`src/rtl/datapath_control_sequencer.sv`:
```
// Datapath control sequencer: decodes 32-bit instructions into a registered
// 24-bit datapath control word plus a 64-bit constant operand. Loads are
// expanded into LOAD_WAIT address words followed by one write-back word, and
// SKIPZ can suppress the next transferred instruction based on the Z flag.
module datapath_control_sequencer #(
   parameter int LOAD_WAIT = 1
) (
   input  logic        clock,
   input  logic        reset,
   input  logic [31:0] instr,
   input  logic        instr_valid,
   output logic        instr_ready,
   input  logic [3:0]  status,
   output logic [23:0] controlWord,
   output logic [63:0] K,
   output logic [3:0]  flags
);

   localparam logic [3:0] OP_MOVI  = 4'd1;
   localparam logic [3:0] OP_ADD   = 4'd2;
   localparam logic [3:0] OP_ADDI  = 4'd3;
   localparam logic [3:0] OP_SUB   = 4'd4;
   localparam logic [3:0] OP_XOR   = 4'd5;
   localparam logic [3:0] OP_LSL   = 4'd6;
   localparam logic [3:0] OP_LSR   = 4'd7;
   localparam logic [3:0] OP_STUR  = 4'd8;
   localparam logic [3:0] OP_LDUR  = 4'd9;
   localparam logic [3:0] OP_SUBS  = 4'd10;
   localparam logic [3:0] OP_SKIPZ = 4'd11;
   localparam logic [1:0] LW       = 2'(LOAD_WAIT);

   typedef enum logic [1:0] {
      ST_ISSUE   = 2'd0,
      ST_LD_ADDR = 2'd1,
      ST_LD_WB   = 2'd2
   } state_t;

   state_t      r_state;
   state_t      w_state_nxt;
   logic [1:0]  r_cnt;
   logic [23:0] r_cw;
   logic [63:0] r_k;
   logic [3:0]  r_flags;
   logic        r_skip;
   logic        r_is_subs;
   logic [4:0]  r_ld_rd;
   logic [4:0]  r_ld_rn;
   logic [12:0] r_ld_imm;

   logic [3:0]  w_op;
   logic [4:0]  w_rd;
   logic [4:0]  w_rn;
   logic [4:0]  w_rm;
   logic [12:0] w_imm;
   logic        w_xfer;
   logic        w_exec;
   logic        w_ld_start;
   logic        w_z;
   logic        w_skip_nxt;
   logic        w_is_subs_nxt;
   logic [23:0] w_cw_nxt;
   logic [63:0] w_k_nxt;

   // Pack the individual control fields into the datapath word layout.
   function automatic logic [23:0] f_cw(input logic [4:0] da, input logic [4:0] sa,
                                        input logic [4:0] sb, input logic [4:0] fs,
                                        input logic regw, input logic ramw,
                                        input logic selalu, input logic selk);
      return {da, sa, sb, fs, regw, ramw, selalu, selk};
   endfunction

   // Load words: address phase has no destination, write-back targets rd.
   function automatic logic [23:0] f_ld(input logic [4:0] rd, input logic [4:0] rn,
                                        input logic wb);
      return f_cw(wb ? rd : 5'd0, rn, 5'd0, 5'b01000, wb, 1'b0, 1'b0, 1'b1);
   endfunction

   // Single-word decode of a freshly transferred instruction.
   function automatic logic [23:0] f_decode(input logic [3:0] op, input logic [4:0] rd,
                                            input logic [4:0] rn, input logic [4:0] rm);
      case (op)
         OP_MOVI:         return f_cw(rd, 5'd31, 5'd0, 5'b00100, 1'b1, 1'b0, 1'b1, 1'b1);
         OP_ADD:          return f_cw(rd, rn, rm, 5'b01000, 1'b1, 1'b0, 1'b1, 1'b0);
         OP_ADDI:         return f_cw(rd, rn, 5'd0, 5'b01000, 1'b1, 1'b0, 1'b1, 1'b1);
         OP_SUB, OP_SUBS: return f_cw(rd, rn, rm, 5'b01011, 1'b1, 1'b0, 1'b1, 1'b0);
         OP_XOR:          return f_cw(rd, rn, rm, 5'b01100, 1'b1, 1'b0, 1'b1, 1'b0);
         OP_LSL:          return f_cw(rd, rn, 5'd0, 5'b10000, 1'b1, 1'b0, 1'b1, 1'b1);
         OP_LSR:          return f_cw(rd, rn, 5'd0, 5'b10100, 1'b1, 1'b0, 1'b1, 1'b1);
         OP_STUR:         return f_cw(5'd0, rn, rd, 5'b01000, 1'b0, 1'b1, 1'b1, 1'b1);
         OP_LDUR:         return f_ld(rd, rn, 1'b0);
         default:         return 24'd0;
      endcase
   endfunction

   assign w_op   = instr[31:28];
   assign w_rd   = instr[27:23];
   assign w_rn   = instr[22:18];
   assign w_rm   = instr[17:13];
   assign w_imm  = instr[12:0];

   assign instr_ready = ~reset & (r_state != ST_LD_ADDR);
   assign w_xfer      = instr_valid & instr_ready;
   assign w_exec      = w_xfer & ~r_skip;
   assign w_ld_start  = w_exec & (w_op == OP_LDUR);
   // Z is forwarded from the live ALU status when a SUBS word is on the bus.
   assign w_z         = r_is_subs ? status[0] : r_flags[0];

   assign controlWord = r_cw;
   assign K           = r_k;
   assign flags       = r_flags;

   // State register plus all registered outputs and load bookkeeping.
   always_ff @(posedge clock) begin
      if (reset) begin
         r_state   <= ST_ISSUE;
         r_cnt     <= 2'd0;
         r_cw      <= 24'd0;
         r_k       <= 64'd0;
         r_flags   <= 4'd0;
         r_skip    <= 1'b0;
         r_is_subs <= 1'b0;
         r_ld_rd   <= 5'd0;
         r_ld_rn   <= 5'd0;
         r_ld_imm  <= 13'd0;
      end else begin
         r_state   <= w_state_nxt;
         r_cw      <= w_cw_nxt;
         r_k       <= w_k_nxt;
         r_skip    <= w_skip_nxt;
         r_is_subs <= w_is_subs_nxt;
         if (r_is_subs) begin
            r_flags <= status;
         end
         if (w_ld_start) begin
            r_cnt    <= 2'd1;
            r_ld_rd  <= w_rd;
            r_ld_rn  <= w_rn;
            r_ld_imm <= w_imm;
         end else if (r_state == ST_LD_ADDR && r_cnt != LW) begin
            r_cnt <= r_cnt + 2'd1;
         end else begin
            r_cnt <= 2'd0;
         end
      end
   end

   // Next-state logic for the load sequencing FSM.
   always_comb begin
      w_state_nxt = ST_ISSUE;
      case (r_state)
         ST_ISSUE: begin
            if (w_ld_start) w_state_nxt = ST_LD_ADDR;
            else            w_state_nxt = ST_ISSUE;
         end
         ST_LD_ADDR: begin
            if (r_cnt == LW) w_state_nxt = ST_LD_WB;
            else             w_state_nxt = ST_LD_ADDR;
         end
         ST_LD_WB: begin
            if (w_ld_start) w_state_nxt = ST_LD_ADDR;
            else            w_state_nxt = ST_ISSUE;
         end
         default: w_state_nxt = ST_ISSUE;
      endcase
   end

   // Next control word, constant and skip/flag-forwarding bookkeeping.
   always_comb begin
      w_cw_nxt      = 24'd0;
      w_k_nxt       = 64'd0;
      w_is_subs_nxt = 1'b0;
      w_skip_nxt    = r_skip;
      if (r_state == ST_LD_ADDR) begin
         w_cw_nxt = f_ld(r_ld_rd, r_ld_rn, r_cnt == LW);
         w_k_nxt  = {51'd0, r_ld_imm};
      end else if (w_exec) begin
         w_cw_nxt      = f_decode(w_op, w_rd, w_rn, w_rm);
         w_is_subs_nxt = (w_op == OP_SUBS);
         if (w_op >= OP_MOVI && w_op <= OP_SUBS) w_k_nxt = {51'd0, w_imm};
         else                                    w_k_nxt = 64'd0;
      end else begin
         w_cw_nxt = 24'd0;
      end
      if (w_xfer) begin
         if (r_skip)                  w_skip_nxt = 1'b0;
         else if (w_op == OP_SKIPZ)   w_skip_nxt = w_z;
         else                         w_skip_nxt = 1'b0;
      end else begin
         w_skip_nxt = r_skip;
      end
   end

endmodule

```
`config.mk`:
```
export PLATFORM = sky130hd
export DESIGN_NAME = datapath_control_sequencer
export DESIGN_NICKNAME = d
export VERILOG_FILES = /design/src/rtl/datapath_control_sequencer.sv
export SDC_FILE = /design/constraint.sdc
export NUM_CORES = 1
export LEC_CHECK = 0
export ABC_AREA = 0
export BUFFER_PORTS_ARGS = -buffer_cell sky130_fd_sc_hd__buf_2
export CORE_MARGIN = 8
export CORE_UTILIZATION = 45
export CTS_BUF_LIST = sky130_fd_sc_hd__clkbuf_2 sky130_fd_sc_hd__clkbuf_4 sky130_fd_sc_hd__clkbuf_8
export CTS_CLUSTER_DIAMETER = 80
export DETAILED_ROUTE_END_ITERATION = 12
export HOLD_SLACK_MARGIN = 0.05
export PLACE_DENSITY = 0.75
export SLEW_MARGIN = 20
export SYNTH_ARGS = -nofsm -noshare
export SYNTH_HDL_FRONTEND = slang
export SYNTH_SLANG_ARGS = --single-unit
```
`constraint.sdc`:
```
create_clock -name clock -period 2.5 [get_ports clock]
set_clock_uncertainty 0.15 [all_clocks]
set_input_delay 0.375 -clock clock [delete_from_list [all_inputs] [get_ports clock]]
set_output_delay 0.375 -clock clock [all_outputs]
set_load 0.02 [all_outputs]
```
==> results of run 1 <==
stage by stage:
step	instances	utilization (%)	power [W]	setup WS [ps]
final	509	52.4	0.00244	478
after detailed placement	493	49.1	0.00144	293
after floorplan	384	-	0.00141	421
after global placement	493	49.1	0.00143	304
after CTS	509	52.3	0.00246	507
after global routing	509	52.4	0.00254	296
logic make-up (layout without fill, tap and decap cells):
kind of cell	Yosys count	after routing	share of synthesized area, %
buf+inv	85	111	17.0
simple gates	82	82	14.1
compound gates	79	79	18.7
flops	69	69	43.0
mux	17	17	6.74
fa+ha+maj	1	1	0.389
other cells	1	51	0.117
state kept, by name, summed over array words and instances (netlist names):
register and cells:
r_cnt 2, r_ld_imm 13, K 13, r_is_subs 1, r_state 2, r_skip 1
r_ld_rd 5, flags 4, controlWord 23, r_ld_rn 5
cells in the final DEF (no fill, tap or decap), types with 2 or more instances in the layout:
cell type  count
nand2b_1       4
nor4_1         3
mux2_4         8
a32o_1        18
buf_4         11
o311ai_0      10
nor2_1         8
bufinv_16      2
or3_1          4
o21ai_0       17
inv_1          3
a21oi_1        9
clkbuf_8      11
o211ai_1       6
mux2i_1        4
conb_1        51
dfxtp_1       69
nand2_1       21
a221oi_1       5
clkinv_2       2
nor4b_1        3
o22ai_1        2
a211oi_1       5
nor2b_1       27
nor3_1         2
buf_2         80
mux2_2         5
nor3b_1        2
final cells by class:
type	instances	share of cell area, %
clock buffer	12	4.27
clock inverter	4	1.88
inverter	4	0.404
multi-input combinational	230	40.0
sequential	69	37.1
tap	99	3.33
timing repair buffer	91	13.0
worst max-delay path by stage:
stage,from,to,slack [ps],depth (start not counted)
floorplan,instr[30],r_ld_imm[10],420,6
global placement,instr[31],r_ld_imm[12],300,5
detailed placement,instr[31],r_ld_imm[8],290,5
CTS,r_state[0],r_ld_imm[1],510,4
global route,r_state[0],controlWord[19],300,4
finish,r_state[0],controlWord[19],480,4
cells in the mapped netlist, types with 3 or more instances:
cell type and count:
nor2_1 8, dfxtp_1 69, or3_1 4, o21ai_0 17, nor3_1 3, nor4_1 3
a32o_1 18, buf_4 52, mux2_2 5, nand2_1 21, o311ai_0 10, a21oi_1 9
nor2b_1 28, inv_1 3, nor4b_1 3, o211ai_1 6, clkbuf_1 26, mux2i_1 4
nand2b_1 4, a221oi_1 5, mux2_4 8, a211oi_1 5
metal layers:
| metal | part of all wire, % | vias up |
|---|---|---|
| met5 | 0 | - |
| met4 | 1.2 | 0 |
| met3 | 9.4 | 10 |
| met2 | 48 | 114 |
| met1 | 41 | 1197 |
| li1 | - | 1230 |
power breakdown:
part | internal [W] | switching (W) | total [W]
clock | 0.000624 | 0.000395 | 0.00102
sequential | 0.00112 | 0.00000603 | 0.00113
combinational | 0.0000848 | 0.000205 | 0.000290
critical path, delay by kind of cell, from the launching register on:
family                 cells  cell delay, ps
AND/OR/NAND/NOR            2             890
buffers and inverters      1             390
flip-flops                 1             340
AO/OA/AOI/OAI              1             190
==> flow_summary.yaml, run 1 <==
run_status:
  status: "completed"
clock_tree:
  cts_made_buffers: 9
  holdBufCountCts: 0
  clk_pin_slew_ps: 70
  cts.sinks: 69
  clk_latency_ps: 340
  clockBufferDepth: 2
  cts_setup_buffers: 0
  post_cts_resized: 0
  ctsHtreeMaxLevel: 3
  cts_tree: "done"
  root_buffer: "clkbuf_8"
timing:
  worst_pin_slew_ps: 690
  period_share_pct: 80.9
  period_minus_slack_ps: 2020
  rsz0062_at_grt: "false"
  setup_viol: 0
  worst_hold_slack_ps: 124
  drv_slew: 0
  relSlewSlack_pct: 53.9
  max_freq_ghz: 0.495
  hold_violations: 0
  setup_tns_ps: 0
drt:
  drc: 0
  wirelength_mm: 7.52
  first_pass_iters: 4
  via_count: 2551
  drt_iter0_markers: 133
  wl_per_cell_um: 14.8
  viasPerCell: 5.01
  ant_nets: 0
power:
  p_per_area_nw_per_um2: 655
  p_leak_nw: 1.66
  ir_drop_uv: 247
floorplan:
  die_h_um: 101
  core-area_um2: 7100
  die_area_um2: 10100
  io_pins: 132
  die_w_um: 101
  start_util_pct: 45.3
  rows: 31
setup_path:
  cp.arrival_ps: 2150
  r2r_cells: 4
  crit_path_max_incr_delay_ps: 510
  r2r-start: "r_state[0]"
  crit_fanout: 29
  slowest_stage: "nor2b_2"
  cp_cell_sequence: "nor2b_2 -> buf_4 -> and3_1 -> a32o_1"
  start_kind: "flip-flop"
  r2r_end: "controlWord[19]"
  critPathKind: "flip-flop to flip-flop"
  ff2ff_setup_slack_ps: 480
  cp.required_ps: 2630
  cp-end-kind: "flip-flop"
place:
  hpwl_mm: 5.53
  gp_congestion: 0.798
  placed_area_um2: 3480
  port_buffers: 80
grt:
  grt_antenna_before_repair: 0
  grt_pass1_wl_mm: 12.0
  met2_usage_pct: 24.6
  grt_pass1_vias: 2554
  met3_usage_pct: 6.35
  grtUsageMet1_pct: 16.4
  grt_overflow: 0
  grt_usage_pct: 14.9
  busiest_layer: "met2"
  grt_max_degree: 30
finish:
  num_antenna_cells: 0
  fin_nets: 445
  final_layout_size_suffix_gt1_share_pct: 30.2
  multiInputGateArea_um2: 1490
  finalInstanceArea_um2: 3720
  area_growth_pct: 15.8
  seqCellArea_um2: 1380
  fillCellCount: 662
synthesis:
  synth_edf_count: 0
  synthCells: 334
  synth_seq_cells: 69
  synth_area_leaders: "dfxtp_1 43%, buf_4 12%, a32o_1 5.6%"
  synth_area_um2: 3210
  synth_top_area_share_pct: 43.0
  async_flop_share_pct: 0
  synth_top_flop_cell: "dfxtp_1"
  synthDistinctLibCells: 42
  synth_area_leader_cell: "dfxtp_1"
  ys_warn_count: 0
  yosysSeqAreaShare_pct: 43.0
  syn_avg_cell_area_um2: 9.62
job:
  drv_cap: 0
worst_hold_path:
  min_to: "flags[3]"
  hold_depth: 3
  min_path_type: "primary input to flip-flop"
  hp-start: "status[3]"
Note: power is estimated with default switching activity, not from simulation.
==> inputs of run 2 (changes only) <==
--- a/config.mk
+++ b/config.mk
@@ -13,7 +13,7 @@
 export CTS_CLUSTER_DIAMETER = 80
 export DETAILED_ROUTE_END_ITERATION = 12
 export HOLD_SLACK_MARGIN = 0.05
-export PLACE_DENSITY = 0.75
+export PLACE_DENSITY = 0.78
 export SLEW_MARGIN = 20
 export SYNTH_ARGS = -nofsm -noshare
 export SYNTH_HDL_FRONTEND = slang
==> constraint.sdc (replaced) <==
create_clock -name clock -period 1.7 [get_ports clock]
set_clock_uncertainty 0.15 [all_clocks]
set_input_delay 0.255 -clock clock [delete_from_list [all_inputs] [get_ports clock]]
set_output_delay 0.255 -clock clock [all_outputs]
set_load 0.02 [all_outputs]
==> run 2 against run 1 <==
  * The run now ends with setup timing left
  * Non-clock buffer count rose by 55
  * Highest routed layer unchanged
  * Wire length rose by 12%
  * Global-route usage rose by 1.6 points
  * Combinational power rose by 86%
  * Core utilization rose by 8.8 points
  * Hold slack got worse by 36 ps
  * Final cell count rose by 11%
  * Critical path depth rose by 1
  * Sequential share of layout area fell by 5.3 points
==> flow_summary.yaml, run 2 (same netlist as run 1, synthesis figures left out) <==
run_status:
  status: "finished with violations"
  violations: "setup timing"
clock_tree:
  root_buffer: "clkbuf_8"
  clk_latency_ps: 340
  cts.sinks: 69
  cts_made_buffers: 9
  cts_tree: "done"
  ctsHtreeMaxLevel: 3
  clockBufferDepth: 2
  clk_pin_slew_ps: 70
grt:
  grt_antenna_before_repair: 0
  grt_usage_pct: 16.5
  grt_pass1_wl_mm: 13.4
  grt_overflow: 0
  grt_max_degree: 32
  grt_pass1_vias: 2867
worst_hold_path:
  hold_depth: 3
  min_path_type: "primary input to flip-flop"
setup_path:
  start_kind: "primary input"
  crit_fanout: 6
  cp-end-kind: "flip-flop"
  ff2ff_setup_slack_ps: -10
  cp.arrival_ps: 1830
  crit_end: "r_ld_imm[12]"
  worst-path-stages: 5
  cp_top_family: "simple AND/OR/NAND/NOR gates"
  crit_buf_inv: 2
  cp.required_ps: 1790
  r2r_cells: 4
  crit_path_max_incr_delay_ps: 580
  worstSetupStartpoint: "instr[29]"
  critPathKind: "primary input to flip-flop"
  r2r_end: "r_ld_imm[12]"
  slowest_stage: "or4_4"
  r2r-start: "r_skip"
  cp_cell_sequence: "buf_2 -> or3b_1 -> or4_4 -> buf_12 -> mux2_4"
drt:
  drc: 0
  first_pass_iters: 4
  ant_nets: 0
  wl_per_cell_um: 14.9
  wirelength_mm: 8.39
  viasPerCell: 4.89
  drt_iter0_markers: 84
  via_count: 2760
place:
  preCtsSetupSlack_ps: -317
  placed_area_um2: 3650
  port_buffers: 80
  gp_congestion: 0.884
  hpwl_mm: 5.99
timing:
  drv_slew: 0
  relSlewSlack_pct: 66.7
  max_freq_ghz: 0.573
  worst_pin_slew_ps: 494
  period_minus_slack_ps: 1740
  fin_ws_ps: -44.1
  setup_viol: 24
  period_share_pct: 103
  rsz0062_at_grt: "true"
  worst_hold_slack_ps: 88.5
  hold_violations: 0
floorplan:
  core-area_um2: 7100
  rows: 31
  die_area_um2: 10100
  die_h_um: 101
  start_util_pct: 45.3
  die_w_um: 101
  io_pins: 132
finish:
  largest_register_ff_count: 23
  final_common_cell: "buf_2"
  fin_nets: 500
  num_antenna_cells: 0
  finalInstanceArea_um2: 4350
  mostFrequentLayoutCells: "79 x buf_2, 67 x dfxtp_1, 51 x conb_1"
  final_layout_size_suffix_gt1_share_pct: 35.5
  area_growth_pct: 35.2
power:
  p_leak_nw: 1.95
  p_per_area_nw_per_um2: 846
  ir_drop_uv: 479
job:
  drv_cap: 0
==> run 2: cell count changes in the layout (fill, tap and decap cells not counted), moves of 4 or more <==
| cell | change |
|---|---|
| o21ai_2 | +7 |
| o21ai_1 | +4 |
| buf_4 | +18 |
| o21ai_0 | -11 |
| dlygate4sd3_1 | +31 |
==> run 2: power breakdown <==
part           internal [W]  total, W  switching [W]
combinational      0.000207  0.000539       0.000332
sequential          0.00165   0.00166     0.00000954
clock              0.000862   0.00148       0.000615
==> run 2: what timing repair did <==
item,CTS,global route
gates cloned,0,1
setup endpoints to repair,30,34
gates resized for setup,17,22
pin swaps,1,2
hold buffers,31,0
endpoints found under the hold margin,37,0
setup buffers,3,0
==> run 2: worst min-delay path by stage <==
| stage | to | start |
|---|---|---|
| final | controlWord[12] | instr[16] |
| after global routing | controlWord[12] | instr[16] |
| after CTS | controlWord[12] | instr[16] |
| after floorplan | r_ld_rd[0] | instr[23] |
| after detailed placement | controlWord[22] | r_ld_rd[3] |
| after global placement | r_cnt[0] | r_cnt[0] |
==> run 2: metrics by stage <==
stage	total power [W]	std cells	utilization (%)	setup TNS [ps]
after floorplan	0.00208	384	-	-3450
after global placement	0.00214	513	51.4	-6910
after detailed placement	0.00215	513	51.4	-8200
after CTS	0.00369	563	59.7	-63.2
after global routing	0.00382	564	61.2	-448
final	0.00367	564	61.2	-566
==> run 2: worst register-to-register path, delay by kind of cell, from the launching register on <==
family | cells | cell delay, ps
flops | 1 | 320
buf+inv | 1 | 170
simple gates | 2 | 680
mux | 1 | 290
==> run 2: layer usage <==
layer  GRT usage, %  wire, µm
met1           18.3      3560
met2           27.8      4090
met3           5.87       645
met4           7.09       102
met5              0         0
==> run 2: final cells by class <==
class	count	area, µm²
Inverter	4	15.0
Timing Repair Buffer	146	1040
Clock buffer	10	138
Fill cell	602	2750
Multi-Input combinational cell	230	1560
Clock inverter	6	86.3
Tap cell	99	124
Sequential cell	69	1380
